**config.mk**
```make
export PLATFORM = sky130hd
export DESIGN_NAME = stb_sampler
export DESIGN_NICKNAME = d
export VERILOG_FILES = /design/src/rtl/stb_sampler.sv
export SDC_FILE = /design/constraint.sdc
export NUM_CORES = 1
export LEC_CHECK = 0
export ABC_CLOCK_PERIOD_IN_PS = 2600
export BUFFER_PORTS_ARGS = -buffer_cell sky130_fd_sc_hd__buf_2
export CAP_MARGIN = 20
export CORE_UTILIZATION = 52
export DETAILED_ROUTE_END_ITERATION = 6
export PLACE_DENSITY = 0.8
export SLEW_MARGIN = 20
export SYNTH_ARGS = -nofsm -noshare
export SYNTH_HDL_FRONTEND = slang
export SYNTH_SLANG_ARGS = --single-unit
```
**constraint.sdc**
```tcl
create_clock -name clk_i -period 2.6 [get_ports clk_i]
set_clock_uncertainty 0.1 [all_clocks]
set_input_delay 0.13 -clock clk_i [delete_from_list [all_inputs] [get_ports clk_i]]
set_output_delay 0.13 -clock clk_i [all_outputs]
set_load 0.005 [all_outputs]
```
**src/rtl/stb_sampler.sv**
```systemverilog
// Strobe-driven comparator sampler: counts strobes and comparator hits until a requested count is reached.
// Optional strobe watchdog is built when STB_SAMPLER_TIMEOUT_EN is defined.
module stb_sampler #(
  parameter int T_CNT_WIDTH = 32,
  parameter int N_WIDTH     = 16,
  parameter int TO_SLACK    = 8
) (
  input  logic                   clk_i,
  input  logic                   arst_ni,
  input  logic                   stb_i,
  input  logic                   stb_rdy_i,
  input  logic                   stb_err_i,
  input  logic [T_CNT_WIDTH-1:0] stb_period_i,
  input  logic                   cmp_i,
  input  logic                   start_i,
  input  logic [N_WIDTH-1:0]     n_samples_i,
  output logic                   busy_o,
  output logic                   valid_o,
  input  logic                   ready_i,
  output logic [N_WIDTH-1:0]     hits_o,
  output logic [N_WIDTH-1:0]     total_o,
  output logic                   err_o,
  output logic                   timeout_o
);

  typedef enum logic [1:0] {IDLE, WAIT_RDY, SAMPLE, DONE} state_t;

  state_t               state;
  logic [1:0]           rst_sync;
  logic                 rst_n;
  logic                 cmp_meta;
  logic                 cmp_s;
  logic                 stb_q;
  logic                 stb_event;
  logic                 timeout_hit;
  logic [N_WIDTH-1:0]   n_req;
  logic [N_WIDTH-1:0]   total_inc;

  // Reset asserts immediately but releases only on a clock edge.
  always_ff @(posedge clk_i or negedge arst_ni) begin
    if (!arst_ni) rst_sync <= '0;
    else          rst_sync <= {rst_sync[0], 1'b1};
  end

  assign rst_n = rst_sync[1];

  always_ff @(posedge clk_i or negedge rst_n) begin
    if (!rst_n) begin
      cmp_meta <= 1'b0;
      cmp_s    <= 1'b0;
      stb_q    <= 1'b0;
    end else begin
      cmp_meta <= cmp_i;
      cmp_s    <= cmp_meta;
      stb_q    <= stb_i;
    end
  end

  assign stb_event = stb_i & ~stb_q;
  assign total_inc = total_o + N_WIDTH'(1);

`ifdef STB_SAMPLER_TIMEOUT_EN
  logic [T_CNT_WIDTH:0]   wdog;
  logic [T_CNT_WIDTH+1:0] wdog_limit;
  logic [T_CNT_WIDTH+1:0] wdog_next;
  logic                   timeout_q;

  // Limit and count are compared one bit wider than the watchdog so neither can wrap.
  assign wdog_limit  = {1'b0, stb_period_i, 1'b0} + (T_CNT_WIDTH+2)'(TO_SLACK);
  assign wdog_next   = {1'b0, wdog} + (T_CNT_WIDTH+2)'(1);
  assign timeout_hit = (state == SAMPLE) && !stb_err_i && !stb_event && (wdog_next >= wdog_limit);

  always_ff @(posedge clk_i or negedge rst_n) begin
    if (!rst_n) begin
      wdog      <= '0;
      timeout_q <= 1'b0;
    end else begin
      if (state == IDLE && start_i) timeout_q <= 1'b0;
      else if (timeout_hit)         timeout_q <= 1'b1;
      if (state != SAMPLE || stb_event) wdog <= '0;
      else if (wdog != '1)              wdog <= wdog + 1'b1;
    end
  end

  assign timeout_o = timeout_q;
`else
  logic unused_period;
  localparam int unused_slack = TO_SLACK;

  assign unused_period = ^stb_period_i;
  assign timeout_hit   = 1'b0;
  assign timeout_o     = 1'b0;
`endif

  always_ff @(posedge clk_i or negedge rst_n) begin
    if (!rst_n) begin
      state   <= IDLE;
      n_req   <= '0;
      busy_o  <= 1'b0;
      valid_o <= 1'b0;
      hits_o  <= '0;
      total_o <= '0;
      err_o   <= 1'b0;
    end else begin
      case (state)
        IDLE: begin
          if (start_i) begin
            n_req   <= n_samples_i;
            hits_o  <= '0;
            total_o <= '0;
            err_o   <= 1'b0;
            busy_o  <= 1'b1;
            state   <= WAIT_RDY;
          end
        end
        WAIT_RDY: begin
          if (stb_err_i) begin
            err_o   <= 1'b1;
            busy_o  <= 1'b0;
            valid_o <= 1'b1;
            state   <= DONE;
          end else if (stb_rdy_i) begin
            if (n_req == '0) begin
              busy_o  <= 1'b0;
              valid_o <= 1'b1;
              state   <= DONE;
            end else begin
              state <= SAMPLE;
            end
          end
        end
        SAMPLE: begin
          // An upstream error wins over a coincident strobe, which is then not counted.
          if (stb_err_i) begin
            err_o   <= 1'b1;
            busy_o  <= 1'b0;
            valid_o <= 1'b1;
            state   <= DONE;
          end else if (stb_event) begin
            total_o <= total_inc;
            hits_o  <= hits_o + N_WIDTH'(cmp_s);
            if (total_inc == n_req) begin
              busy_o  <= 1'b0;
              valid_o <= 1'b1;
              state   <= DONE;
            end
          end else if (timeout_hit) begin
            busy_o  <= 1'b0;
            valid_o <= 1'b1;
            state   <= DONE;
          end
        end
        DONE: begin
          if (ready_i) begin
            valid_o <= 1'b0;
            state   <= IDLE;
          end
        end
        default: state <= IDLE;
      endcase
    end
  end

endmodule

```
==> results.toml <==
[run_status]
outcome = "completed"

[grt]
grt-busiest-layer = "met2"
groute.usage.overall_pct = 26.52
grtUsageMet2_pct = 44.71
antenna_found_initial = 0
first_global_vias = 2890
grt_first_pass_wirelength_microns = 12970
grt.met1_usage_pct = 31.82
met3_usage_pct = 5.618
grt_overflow = 0
grt_max_degree = 57

[worst_setup_path]
arrival_time_of_the_worst_setup_path_ns = 2.65
kind_of_start_point_of_the_critical_path = "flop"
critical_path.max_fanout = 6
worst_ep_required_time_ns = 2.72
path_class = "reg -> reg"
rr_worst_depth = 8
reg2reg_to = "state[1]"
crit-reg2reg-launch = "total_o[1]"
cp-end-kind = "flop"
rrSetupSlack_ns = 0.07

[drt]
vias = 2936
route.final.wire_length_microns = 8043
drc_violation_total_after_the_first_tritonroute_iteration = 197
drt.antenna.violating_nets = 0
drc = 0
routed_via_density = 5.668
firstDrtPassIters = 4
avgRoutedWirePerCell_microns = 15.53

[timing]
final_worst_setup_slack_ns = 0.07064
worst_case_headroom_to_the_max_slew_limit_pct = 52.57
finalHoldViolations = 0
period_share_pct = 97.28
worst_slew_pin_slew_ns = 0.7114
timing.fmax_mhz = 395.4
slew_viol_final = 0
setup_viol_count_final = 0
timing.final.crit_period_ns = 2.529

[placed_design]
placement.setup.worst_slack_ns = 0.1221
numPortBuffers = 58
last_weighted_congestion_value_of_the_routability_driven_placer = 0.8544
dp_hpwl_microns = 5611

[synth]
synth_warnings = 0
synth_fp_nets = 401
syn_std_cell_area_sq_um = 3252
sequential_fraction_of_the_synthesis_area_pct = 44.63
postSynth.asyncResetShare_pct = 100.0
synth_cell_types = 54
synth_ff_type = "dfrtp_1"
synth_edf_count = 0
avgSynthCellArea_sq_um = 9.621
yosys_reg_bits = 58
synth_cells = 338

[die]
floorplan.initialDensity_pct = 54.28
floorplan.die.height_microns = 81.08
rows = 28
io_pins = 92
die_w_microns = 81.08
core-area_sq_um = 5991
design.die.area_sq_um = 6574

[pwr]
p_per_area_nw_per_um2 = 872.8
total_power_mw = 3.659
power.ir.vdd_worst_v = 0.0006695
leakage_nw = 1.975

[clock_tree]
clock_insertion_delay_worst_skew_ns = 0.34
htreeDepth = 3
cts_buffers = 9
cts.path.max_buffers = 2
clock_sink_count = 58
cts.root.buffer_cell = "clkbuf_8"
clk_transition_reported_paths_ns = 0.06
tritoncts = "built"

[final_layout]
final_nets = 501
post_route_cells_drive_above_1_share_pct = 28.89
n_antenna_cell = 0
area_delta_synth_final_pct = 28.93

[worst_hold_path]
timing.hold.worst.class = "in -> reg"
cell_depth_of_the_worst_min_delay_path = 3
whs_endpoint = "n_req[6]"
hp-start = "start_i"

[flow_run]
drv_cap = 0
## what timing repair did
| action | 4_1_cts | 5_1_grt |
|---|---|---|
| endpoints found under the setup margin | 0 | 4 |
| resized for setup | 0 | 8 |
| endpoints found under the hold margin | 21 | 0 |
| hold buffers | 21 | 0 |
| buffers inserted | 0 | 3 |
## cell type report
cell class / count / area (sq um)
flip-flops and latches: 58 / 1455
well taps: 75 / 93.84
multi-input cells: 255 / 1702
repair buffers: 105 / 695.7
fillers: 429 / 1798
clock buffers: 14 / 152.6
clock inverters: 2 / 60.06
inverters: 9 / 33.78
## sequential cells by signal, indices dropped and copies added (netlist names), 2 cells and up
| register | flops |
|---|---|
| n_req | 16 |
| total_o | 16 |
| state | 2 |
| hits_o | 16 |
| rst_sync | 2 |
## through the flow
step | util, % | setup TNS (ns) | std cells | hold slack [ns] | instance area (sq um)
6_report | 69.99 | 0 | 518 | 0.1671 | 4193
3_3_place_gp | 62.09 | 0 | 478 | -0.1848 | 3720
3_5_place_dp | 62.09 | 0 | 478 | -0.1819 | 3720
4_1_cts | 69.15 | 0 | 515 | 0.1337 | 4143
5_1_grt | 69.99 | -0.01724 | 518 | 0.1626 | 4193
2_1_floorplan | - | 0 | 338 | -0.2656 | 3252
## layout by cell type (no fill, tap or decap), types with 10 or more instances in the layout
master          n
dfrtp_1        55
dlygate4sd3_1  21
xnor2_1        17
mux2_2         16
nand2_1        45
a21oi_1        11
clkbuf_8       10
nor2_1         21
o21ai_0        14
nand4_1        11
buf_4          26
xor2_1         11
nand3_1        12
buf_2          58
## Yosys cell counts (all sizes together) (2+ instances only)
| cell | number | area share (%) |
|---|---|---|
| or3 | 5 | 0.96 |
| nor3 | 9 | 1.4 |
| nand3 | 13 | 2.0 |
| nand2b | 5 | 0.96 |
| inv | 9 | 1.0 |
| nor2b | 4 | 0.77 |
| o31ai | 9 | 2.1 |
| xnor2 | 17 | 4.6 |
| conb | 2 | 0.23 |
| o211ai | 3 | 0.69 |
| dfrtp | 58 | 45 |
| mux2i | 3 | 0.92 |
| nand2 | 46 | 5.3 |
| o22ai | 3 | 0.77 |
| and3 | 6 | 1.2 |
| nor2 | 23 | 2.7 |
| and2 | 2 | 0.38 |
| buf | 8 | 1.8 |
| a21o | 2 | 0.46 |
| nand4 | 12 | 2.8 |
| o21a | 2 | 0.46 |
| ha | 7 | 2.7 |
| xor2 | 11 | 3.0 |
| a22o | 4 | 1.1 |
| clkbuf | 8 | 0.96 |
| mux2 | 18 | 6.3 |
| nor4 | 5 | 1.2 |
| o21ai | 15 | 2.3 |
| and4 | 2 | 0.69 |
| a21oi | 12 | 1.8 |
## kinds of logic (layout without fill, tap and decap cells)
| kind of cell | count (synthesis) | after routing | synth area share [%] |
|---|---|---|---|
| and+or+nand+nor | 138 | 138 | 21.62 |
| AOI/OAI and AO/OA | 59 | 59 | 12.20 |
| DFF | 58 | 58 | 44.63 |
| xor gates and xnor gates | 28 | 28 | 7.541 |
| buffers and inverters | 25 | 130 | 3.809 |
| muxes | 21 | 21 | 7.272 |
| adders and majority gates | 7 | 7 | 2.693 |
| other | 2 | 2 | 0.2309 |
## worst max-delay path by stage
| stage | from | to | slack, ns | depth (start not counted) |
|---|---|---|---|---|
| floorplan | total_o[5] | valid_o | 0.26 | 9 |
| global placement | total_o[1] | valid_o | 0.20 | 8 |
| detailed placement | total_o[7] | state[1] | 0.12 | 8 |
| CTS | total_o[1] | valid_o | 0.1 | 8 |
| global route | total_o[7] | valid_o | -0.008 | 8 |
| finish | total_o[1] | state[1] | 0.07 | 8 |
## per-layer routing
layer	wire length, microns	vias up
li1	-	1396
met1	3393	1406
met2	3984	115
met3	470	19
met4	194	0
met5	0	-
## worst max-delay path: stages, from the launching register on
cell and delay, ns:
dfrtp_1 0.44, nand4_1 0.27, or4_1 0.59, o41a_1 0.13, nand2_1 0.11, o221ai_1 0.14
o22ai_2 0.20, nand2_1 0.13, mux2_4 0.31
## report_power, final
group | internal [mW] | switching (mW)
sequential | 1.12 | 0.229
clock | 0.568 | 0.344
combinational | 0.667 | 0.734
total | 2.35 | 1.31
No activity file was read; power rests on OpenSTA's default activity.
